## src/rtl/pc_seq_pkg.sv

```systemverilog
// pc_seq_pkg: shared state encoding and PC constants for the fetch sequencer.
package pc_seq_pkg;
   localparam int PC_W = 32;
   localparam logic [PC_W-1:0] DEF_PC_STEP = 32'd4;
   typedef enum logic [1:0] {
      IDLE     = 2'd0,
      RUN      = 2'd1,
      WAIT_ACK = 2'd2
   } state_t;
endpackage

```

## src/rtl/pc_sequencer_if.sv

```systemverilog
// pc_sequencer_if: ID/hazard/imem handshake bundle around the fetch sequencer.
interface pc_sequencer_if;
   import pc_seq_pkg::*;
   logic            start;
   logic            branch;
   logic            equal;
   logic [PC_W-1:0] branch_addr;
   logic            jump;
   logic [PC_W-1:0] jump_addr;
   logic            hazard_stall;
   logic            imem_ack;
   logic            imem_req;
   logic [PC_W-1:0] pc;
   logic            ifid_write;
   logic            ifid_flush;
   modport master (
      output start, branch, equal, branch_addr, jump, jump_addr, hazard_stall, imem_ack,
      input  imem_req, pc, ifid_write, ifid_flush
   );
   modport slave (
      input  start, branch, equal, branch_addr, jump, jump_addr, hazard_stall, imem_ack,
      output imem_req, pc, ifid_write, ifid_flush
   );
endinterface

```

## src/rtl/pc_next_sel.sv

```systemverilog
// pc_next_sel: priority select of next PC and IF/ID controls
// (stall > pending redirect > live redirect > sequential).
module pc_next_sel
   import pc_seq_pkg::*;
#(
   parameter logic [PC_W-1:0] STEP = DEF_PC_STEP
) (
   input  logic            i_stall,
   input  logic            i_ack,
   input  logic            i_pend_valid,
   input  logic [PC_W-1:0] i_pend_target,
   input  logic            i_live_redir,
   input  logic [PC_W-1:0] i_live_target,
   input  logic [PC_W-1:0] i_pc,
   output logic [PC_W-1:0] o_next_pc,
   output logic            o_write,
   output logic            o_flush,
   output logic            o_apply,
   output logic            o_latch
);
   assign o_apply   = ~i_stall & i_ack & (i_pend_valid | i_live_redir);
   assign o_latch   = ~i_stall & ~i_ack & i_live_redir;
   assign o_write   = ~i_stall;
   // a missing instruction is a bubble; a redirect squashes the wrong-path one
   assign o_flush   = ~i_stall & (~i_ack | o_apply);
   assign o_next_pc = (i_stall | ~i_ack) ? i_pc :
                      i_pend_valid       ? i_pend_target :
                      i_live_redir       ? i_live_target : i_pc + STEP;
endmodule

```

## src/rtl/pc_sequencer.sv

```systemverilog
// pc_sequencer: IF-stage PC owner sequencing redirects, load-use stalls and imem wait states.
// Define PC_SEQ_STAT_EN to add redirect_cnt_o / wait_cnt_o statistics counters.
module pc_sequencer
   import pc_seq_pkg::*;
#(
   parameter logic [PC_W-1:0] RESET_PC = '0,
   parameter logic [PC_W-1:0] PC_STEP  = DEF_PC_STEP
) (
   input  logic          clk_i,
   input  logic          rst_i,
   pc_sequencer_if.slave bus
`ifdef PC_SEQ_STAT_EN
   ,
   output logic [31:0]   redirect_cnt_o,
   output logic [31:0]   wait_cnt_o
`endif
);
   state_t          r_state, w_state_nxt;
   logic [PC_W-1:0] r_pc, r_pend_target, w_next_pc, w_live_target;
   logic            r_pend_valid, w_active, w_live_redir;
   logic            w_write, w_flush, w_apply, w_latch;

   assign w_active      = (r_state != IDLE);
   assign w_live_redir  = bus.jump | (bus.branch & bus.equal);
   assign w_live_target = bus.jump ? bus.jump_addr : bus.branch_addr;

   pc_next_sel #(.STEP(PC_STEP)) u_sel (
      .i_stall       (bus.hazard_stall),
      .i_ack         (bus.imem_ack),
      .i_pend_valid  (r_pend_valid),
      .i_pend_target (r_pend_target),
      .i_live_redir  (w_live_redir),
      .i_live_target (w_live_target),
      .i_pc          (r_pc),
      .o_next_pc     (w_next_pc),
      .o_write       (w_write),
      .o_flush       (w_flush),
      .o_apply       (w_apply),
      .o_latch       (w_latch)
   );

   // a stall keeps the state, but an ack during WAIT_ACK still ends the wait
   always_comb begin
      w_state_nxt = r_state;
      w_state_nxt = (r_state == IDLE)     ? (bus.start ? RUN : IDLE) :
                    (r_state == RUN)      ? ((bus.hazard_stall | bus.imem_ack) ? RUN : WAIT_ACK) :
                    (r_state == WAIT_ACK) ? (bus.imem_ack ? RUN : WAIT_ACK) : IDLE;
   end

   always_ff @(posedge clk_i) begin
      if (rst_i) begin
         r_state       <= IDLE;
         r_pc          <= RESET_PC;
         r_pend_valid  <= 1'b0;
         r_pend_target <= '0;
      end else begin
         r_state <= w_state_nxt;
         if (w_active) begin
            r_pc <= w_next_pc;
            if (w_apply) r_pend_valid <= 1'b0;
            else if (w_latch) begin
               r_pend_valid  <= 1'b1;
               r_pend_target <= w_live_target;
            end
         end
      end
   end

   assign bus.imem_req   = w_active;
   assign bus.pc         = r_pc;
   assign bus.ifid_write = w_active & w_write;
   assign bus.ifid_flush = w_active & w_flush;

`ifdef PC_SEQ_STAT_EN
   logic [31:0] r_redirect_cnt, r_wait_cnt;
   always_ff @(posedge clk_i) begin
      if (rst_i) begin
         r_redirect_cnt <= '0;
         r_wait_cnt     <= '0;
      end else begin
         if (w_active & w_apply) r_redirect_cnt <= r_redirect_cnt + 32'd1;
         if (r_state == WAIT_ACK) r_wait_cnt <= r_wait_cnt + 32'd1;
      end
   end
   assign redirect_cnt_o = r_redirect_cnt;
   assign wait_cnt_o     = r_wait_cnt;
`endif
endmodule

```

## src/flat_wrapper.sv

```systemverilog
// flat-port wrapper written by rule: the top's interface ports become plain ports
module pc_sequencer_flat import pc_seq_pkg::*;
#(
   parameter logic [PC_W-1:0] RESET_PC = '0,
   parameter logic [PC_W-1:0] PC_STEP  = DEF_PC_STEP
)
  (clk_i, rst_i, bus_start, bus_branch, bus_equal, bus_branch_addr, bus_jump, bus_jump_addr, bus_hazard_stall, bus_imem_ack, bus_imem_req, bus_pc, bus_ifid_write, bus_ifid_flush);
  pc_sequencer_if bus_i ();
  input  logic clk_i;
  input  logic rst_i;
  input wire logic [$bits(bus_i.start)-1:0] bus_start;
  input wire logic [$bits(bus_i.branch)-1:0] bus_branch;
  input wire logic [$bits(bus_i.equal)-1:0] bus_equal;
  input wire logic [$bits(bus_i.branch_addr)-1:0] bus_branch_addr;
  input wire logic [$bits(bus_i.jump)-1:0] bus_jump;
  input wire logic [$bits(bus_i.jump_addr)-1:0] bus_jump_addr;
  input wire logic [$bits(bus_i.hazard_stall)-1:0] bus_hazard_stall;
  input wire logic [$bits(bus_i.imem_ack)-1:0] bus_imem_ack;
  output wire logic [$bits(bus_i.imem_req)-1:0] bus_imem_req;
  output wire logic [$bits(bus_i.pc)-1:0] bus_pc;
  output wire logic [$bits(bus_i.ifid_write)-1:0] bus_ifid_write;
  output wire logic [$bits(bus_i.ifid_flush)-1:0] bus_ifid_flush;
  assign bus_i.start = bus_start;
  assign bus_i.branch = bus_branch;
  assign bus_i.equal = bus_equal;
  assign bus_i.branch_addr = bus_branch_addr;
  assign bus_i.jump = bus_jump;
  assign bus_i.jump_addr = bus_jump_addr;
  assign bus_i.hazard_stall = bus_hazard_stall;
  assign bus_i.imem_ack = bus_imem_ack;
  assign bus_imem_req = bus_i.imem_req;
  assign bus_pc = bus_i.pc;
  assign bus_ifid_write = bus_i.ifid_write;
  assign bus_ifid_flush = bus_i.ifid_flush;
  pc_sequencer #(.RESET_PC(RESET_PC), .PC_STEP(PC_STEP)) u_core (.clk_i(clk_i), .rst_i(rst_i), .bus(bus_i));
endmodule
```

## config.mk

```make
export PLATFORM = sky130hd
export DESIGN_NAME = pc_sequencer_flat
export DESIGN_NICKNAME = d
export VERILOG_FILES = /design/src/rtl/pc_seq_pkg.sv /design/src/rtl/pc_sequencer_if.sv /design/src/rtl/pc_next_sel.sv /design/src/rtl/pc_sequencer.sv /design/src/flat_wrapper.sv
export SDC_FILE = /design/constraint.sdc
export NUM_CORES = 1
export LEC_CHECK = 0
export ABC_AREA = 1
export CAP_MARGIN = 20
export CORE_AREA = 2 2 121 123
export CTS_BUF_LIST = sky130_fd_sc_hd__clkbuf_4
export DETAILED_ROUTE_END_ITERATION = 12
export DIE_AREA = 0 0 123 125
export GPL_ROUTABILITY_DRIVEN = 0
export GPL_TIMING_DRIVEN = 0
export SLEW_MARGIN = 30
export SYNTH_ARGS = -nofsm -noshare
export SYNTH_HDL_FRONTEND = slang
export SYNTH_SLANG_ARGS = --single-unit
```

## constraint.sdc

```tcl
create_clock -name clk_i -period 4.2 [get_ports clk_i]
set_input_delay 0.42 -clock clk_i [delete_from_list [all_inputs] [get_ports clk_i]]
set_output_delay 0.42 -clock clk_i [all_outputs]
set_load 0.02 [all_outputs]
```

==> run_summary.xml <==
<?xml version="1.0" encoding="UTF-8"?>
<metrics>
  <group name="outcome">
    <metric name="status" unit="">finished, final reports clean</metric>
  </group>
  <group name="placed_design">
    <metric name="portBuffers" unit="">105</metric>
    <metric name="placed_instance_area" unit="mm²">0.00542</metric>
    <metric name="dp_cells" unit="">927</metric>
    <metric name="dpl.hpwl" unit="µm">10900</metric>
    <metric name="placement.setup.worst_slack" unit="ns">1.62</metric>
  </group>
  <group name="route">
    <metric name="drt_wl_total" unit="µm">14100</metric>
    <metric name="drc" unit="">0</metric>
    <metric name="routed_wire_length_per_instance" unit="µm">15.0</metric>
    <metric name="num_vias" unit="">4546</metric>
    <metric name="via_per_inst" unit="">4.83</metric>
    <metric name="firstDrtPassIters" unit="">5</metric>
    <metric name="initialDrtViolationCount" unit="">329</metric>
    <metric name="final_antenna_net_count" unit="">0</metric>
  </group>
  <group name="die">
    <metric name="die_y" unit="µm">125</metric>
    <metric name="fp.dieW" unit="µm">123</metric>
    <metric name="io_pins" unit="">107</metric>
    <metric name="std_cell_rows" unit="">44</metric>
    <metric name="design.die.area" unit="mm²">0.0154</metric>
    <metric name="floorplan.initialDensity" unit="%">29.2</metric>
    <metric name="coreArea" unit="mm²">0.0142</metric>
  </group>
  <group name="clock_tree">
    <metric name="sinks_on_clock_net" unit="">67</metric>
    <metric name="cts-resized-gates" unit="">0</metric>
    <metric name="number_of_levels_the_h_tree_was_split_into" unit="">3</metric>
    <metric name="tritoncts" unit="">done</metric>
    <metric name="cts_setup_buffers" unit="">0</metric>
    <metric name="worstSkewPairLatency" unit="ns">0.43</metric>
    <metric name="holdBufCountCts" unit="">0</metric>
    <metric name="clkTransAtPathRegs" unit="ns">0.11</metric>
    <metric name="cts_root_buf" unit="">sky130_fd_sc_hd__clkbuf_4</metric>
    <metric name="clockBufferDepth" unit="">2</metric>
    <metric name="cts-buffers-inserted" unit="">9</metric>
  </group>
  <group name="worst_setup_path">
    <metric name="worstPathMaxFanout" unit="">6</metric>
    <metric name="crit_top_cell" unit="">sky130_fd_sc_hd__clkdlybuf4s50_1</metric>
    <metric name="crit_path_end_kind" unit="">output port</metric>
    <metric name="max_stage_delay" unit="ns">0.54</metric>
    <metric name="cpMaxStageDelayCell" unit="">sky130_fd_sc_hd__clkdlybuf4s50_1</metric>
    <metric name="start_kind" unit="">input port</metric>
    <metric name="worstPathCellList" unit="">clkdlybuf4s50_1 &gt; a21oi_1 &gt; nand2_1 &gt; o21ai_0 &gt; inv_1 &gt; clkdlybuf4s50_1</metric>
    <metric name="required_time_of_the_critical_path" unit="ns">3.78</metric>
    <metric name="critical_path_arrival" unit="ns">2.17</metric>
    <metric name="timing_worst_setup_path_type" unit="">input port to output port</metric>
  </group>
  <group name="timing">
    <metric name="slew_headroom" unit="%">57.3</metric>
    <metric name="final.min_clock_period" unit="ns">2.59</metric>
    <metric name="timing.final.setup_violations" unit="">0</metric>
    <metric name="smallest_hold_slack" unit="ns">0.359</metric>
    <metric name="setup_total_negative_slack" unit="ns">0</metric>
    <metric name="final_min_period_over_clock_period" unit="%">61.6</metric>
    <metric name="worst_slew_pin_slew" unit="ns">0.640</metric>
    <metric name="finalMaxSlewViolations" unit="">0</metric>
    <metric name="maxClockFrequency" unit="MHz">387</metric>
    <metric name="worst_clock_skew" unit="ns">0.0135</metric>
    <metric name="grt_setup_unrepaired" unit="">no</metric>
    <metric name="final_hold_fails" unit="">0</metric>
    <metric name="layout_setup_ws" unit="ns">1.61</metric>
  </group>
  <group name="logic_synthesis">
    <metric name="synth_area_per_cell" unit="µm²">6.49</metric>
    <metric name="synth.area.mux_share" unit="%">1.99</metric>
    <metric name="synth-edff-count" unit="">0</metric>
    <metric name="synth-adder-area-share" unit="%">0.302</metric>
    <metric name="post_synth_instance_area" unit="mm²">0.00414</metric>
    <metric name="syn-instance-count" unit="">638</metric>
    <metric name="xor_xnor_share_of_the_synthesized_area" unit="%">0.846</metric>
    <metric name="synth_compound_area_share" unit="%">25.8</metric>
    <metric name="synth_nets" unit="">711</metric>
    <metric name="synth_top_flop_cell" unit="">sky130_fd_sc_hd__dfxtp_1</metric>
    <metric name="async_flop_share" unit="%">0</metric>
    <metric name="yosys.area.top_type_share" unit="%">32.4</metric>
    <metric name="ys_seq_area_share" unit="%">32.4</metric>
    <metric name="leading_area_contributor_after_synthesis" unit="">sky130_fd_sc_hd__dfxtp_1</metric>
    <metric name="combinational_family_with_the_most_area_after_synthesis" unit="">simple AND/OR/NAND/NOR gates</metric>
    <metric name="yosys.area_share.simple" unit="%">26.7</metric>
    <metric name="yosysWarnings" unit="">0</metric>
    <metric name="synth_area_leaders" unit="">sky130_fd_sc_hd__dfxtp_1, sky130_fd_sc_hd__nand2_1, sky130_fd_sc_hd__o21ai_0</metric>
    <metric name="ys_seq_elements" unit="">67</metric>
    <metric name="synth_cell_type_count" unit="">39</metric>
  </group>
  <group name="grt">
    <metric name="maximum_number_of_pins_on_one_net_before_global_route_repair" unit="">12</metric>
    <metric name="number_of_global_route_vias_before_repair" unit="">4236</metric>
    <metric name="grt_first_pass_wirelength" unit="µm">22300</metric>
    <metric name="track_usage" unit="%">18.8</metric>
    <metric name="grt_antenna_before_repair" unit="">0</metric>
    <metric name="grt_overflow" unit="">0</metric>
  </group>
  <group name="cells_and_area">
    <metric name="post-route-cell-area" unit="mm²">0.00555</metric>
    <metric name="area_growth_syn_to_layout" unit="%">34.1</metric>
    <metric name="multi_input_comb_area" unit="mm²">0.00230</metric>
    <metric name="antenna-diode-count" unit="">0</metric>
    <metric name="fillCellCount" unit="">1539</metric>
    <metric name="layout.area.seq" unit="mm²">0.00134</metric>
    <metric name="nets" unit="">827</metric>
    <metric name="drive_above_1_share" unit="%">8.84</metric>
    <metric name="layoutNonFillerInstCount" unit="">942</metric>
  </group>
  <group name="run">
    <metric name="drv_cap" unit="">0</metric>
  </group>
  <group name="power">
    <metric name="pwr_density_cell" unit="mW/mm²">257</metric>
    <metric name="peakVddDrop" unit="mV">0.125</metric>
    <metric name="power.leakage" unit="nW">2.12</metric>
  </group>
  <group name="worst_hold_path">
    <metric name="hold_path.class" unit="">input port to flop</metric>
  </group>
</metrics>
-- final cells by class --
class                           instances  share of cell area (%)
Multi-Input combinational cell        452                    41.5
Sequential cell                        67                    24.1
Timing Repair Buffer                  105                    18.9
Buffer                                 34                    3.22
Clock buffer                           10                    1.35
Inverter                               85                    5.74
Clock inverter                          5                   0.991
Tap cell                              184                    4.15
-- synthesized netlist by cell type (3+ instances only) --
cell / n
sky130_fd_sc_hd__nand2_1: 133
sky130_fd_sc_hd__o21ai_0: 86
sky130_fd_sc_hd__inv_1: 84
sky130_fd_sc_hd__dfxtp_1: 67
sky130_fd_sc_hd__a21oi_1: 62
sky130_fd_sc_hd__nor2_1: 37
sky130_fd_sc_hd__nand3_1: 31
sky130_fd_sc_hd__a211oi_1: 12
sky130_fd_sc_hd__a22oi_1: 12
sky130_fd_sc_hd__buf_2: 12
sky130_fd_sc_hd__clkbuf_1: 11
sky130_fd_sc_hd__or2_2: 9
sky130_fd_sc_hd__and2_1: 8
sky130_fd_sc_hd__nor2_2: 8
sky130_fd_sc_hd__o211ai_1: 8
sky130_fd_sc_hd__buf_4: 7
sky130_fd_sc_hd__mux2i_1: 6
sky130_fd_sc_hd__nor2_4: 5
sky130_fd_sc_hd__a21o_1: 3
sky130_fd_sc_hd__nand2_2: 3
sky130_fd_sc_hd__nand4_1: 3
sky130_fd_sc_hd__nor3_1: 3
sky130_fd_sc_hd__xnor2_1: 3
-- final timing paths --
check	end	startpoint	slack [ns]	cells past startpoint
max reg2reg	u_core.bus.pc[16]	u_core.r_pend_valid	2.39	8
min reg2reg	u_core.r_pend_target[7]	u_core.r_pend_target[7]	0.45	2
max	bus_ifid_flush	bus_jump	1.61	6
min	u_core.r_pend_target[24]	rst_i	0.36	2
-- where the power goes --
part           switching (W)  total (W)  leakage (nW)  internal [W]
clock network       0.000250   0.000433        0.0683      0.000183
logic               0.000162   0.000308          1.51      0.000146
registers          0.0000272   0.000687         0.543      0.000660
-- stage by stage --
| stage | utilization (%) | total power [W] |
|---|---|---|
| 2_1_floorplan | - | 0.000852 |
| 4_1_cts | 39.1 | 0.00144 |
| 5_1_grt | 39.1 | 0.00150 |
| 3_5_place_dp | 38.2 | 0.00101 |
| 6_report | 39.1 | 0.00143 |
| 3_3_place_gp | 38.2 | 0.00101 |
-- worst max-delay path, delay by kind of cell --
kind / cells / cell delay, ns
compound gates: 2 / 0.46
buf+inv: 3 / 1.05
simple gates: 1 / 0.23
-- sequential cells by signal, summed over array words and instances (netlist names) --
signal                count
u_core.bus.pc            32
u_core.r_pend_target     32
u_core.r_pend_valid       1
u_core.r_state            2
-- layout by cell type, fill, tap and decap left out, drive strengths merged, types with 3 or more instances in the layout --
cell type	count
clkdlybuf4s50	105
nand4	3
and2	8
nand3	31
mux2i	6
a22oi	12
dfxtp	67
a211oi	12
clkbuf	23
nor3	3
a21o	3
nor2	50
nand2	136
a21oi	64
o21ai	88
inv	85
xnor2	3
or2	12
buf	21
o211ai	8
-- logic make-up (layout without fill, tap and decap cells) --
family,Yosys count,after routing
AOI/OAI and AO/OA,192,192
xor gates and xnor gates,4,4
adders and majority gates,1,1
buffers and inverters,119,239
DFF,67,67
muxes,8,8
and+or+nand+nor,247,247
-- routing by layer --
layer  track usage (%)  routed length [µm]  share of wire, %
met5                 0                   0                 0
met4              5.68                 295               2.1
met3              3.33                 863               6.1
met2              29.2                6280                44
met1              26.4                6700                47
(Power assumes the default switching activity.)
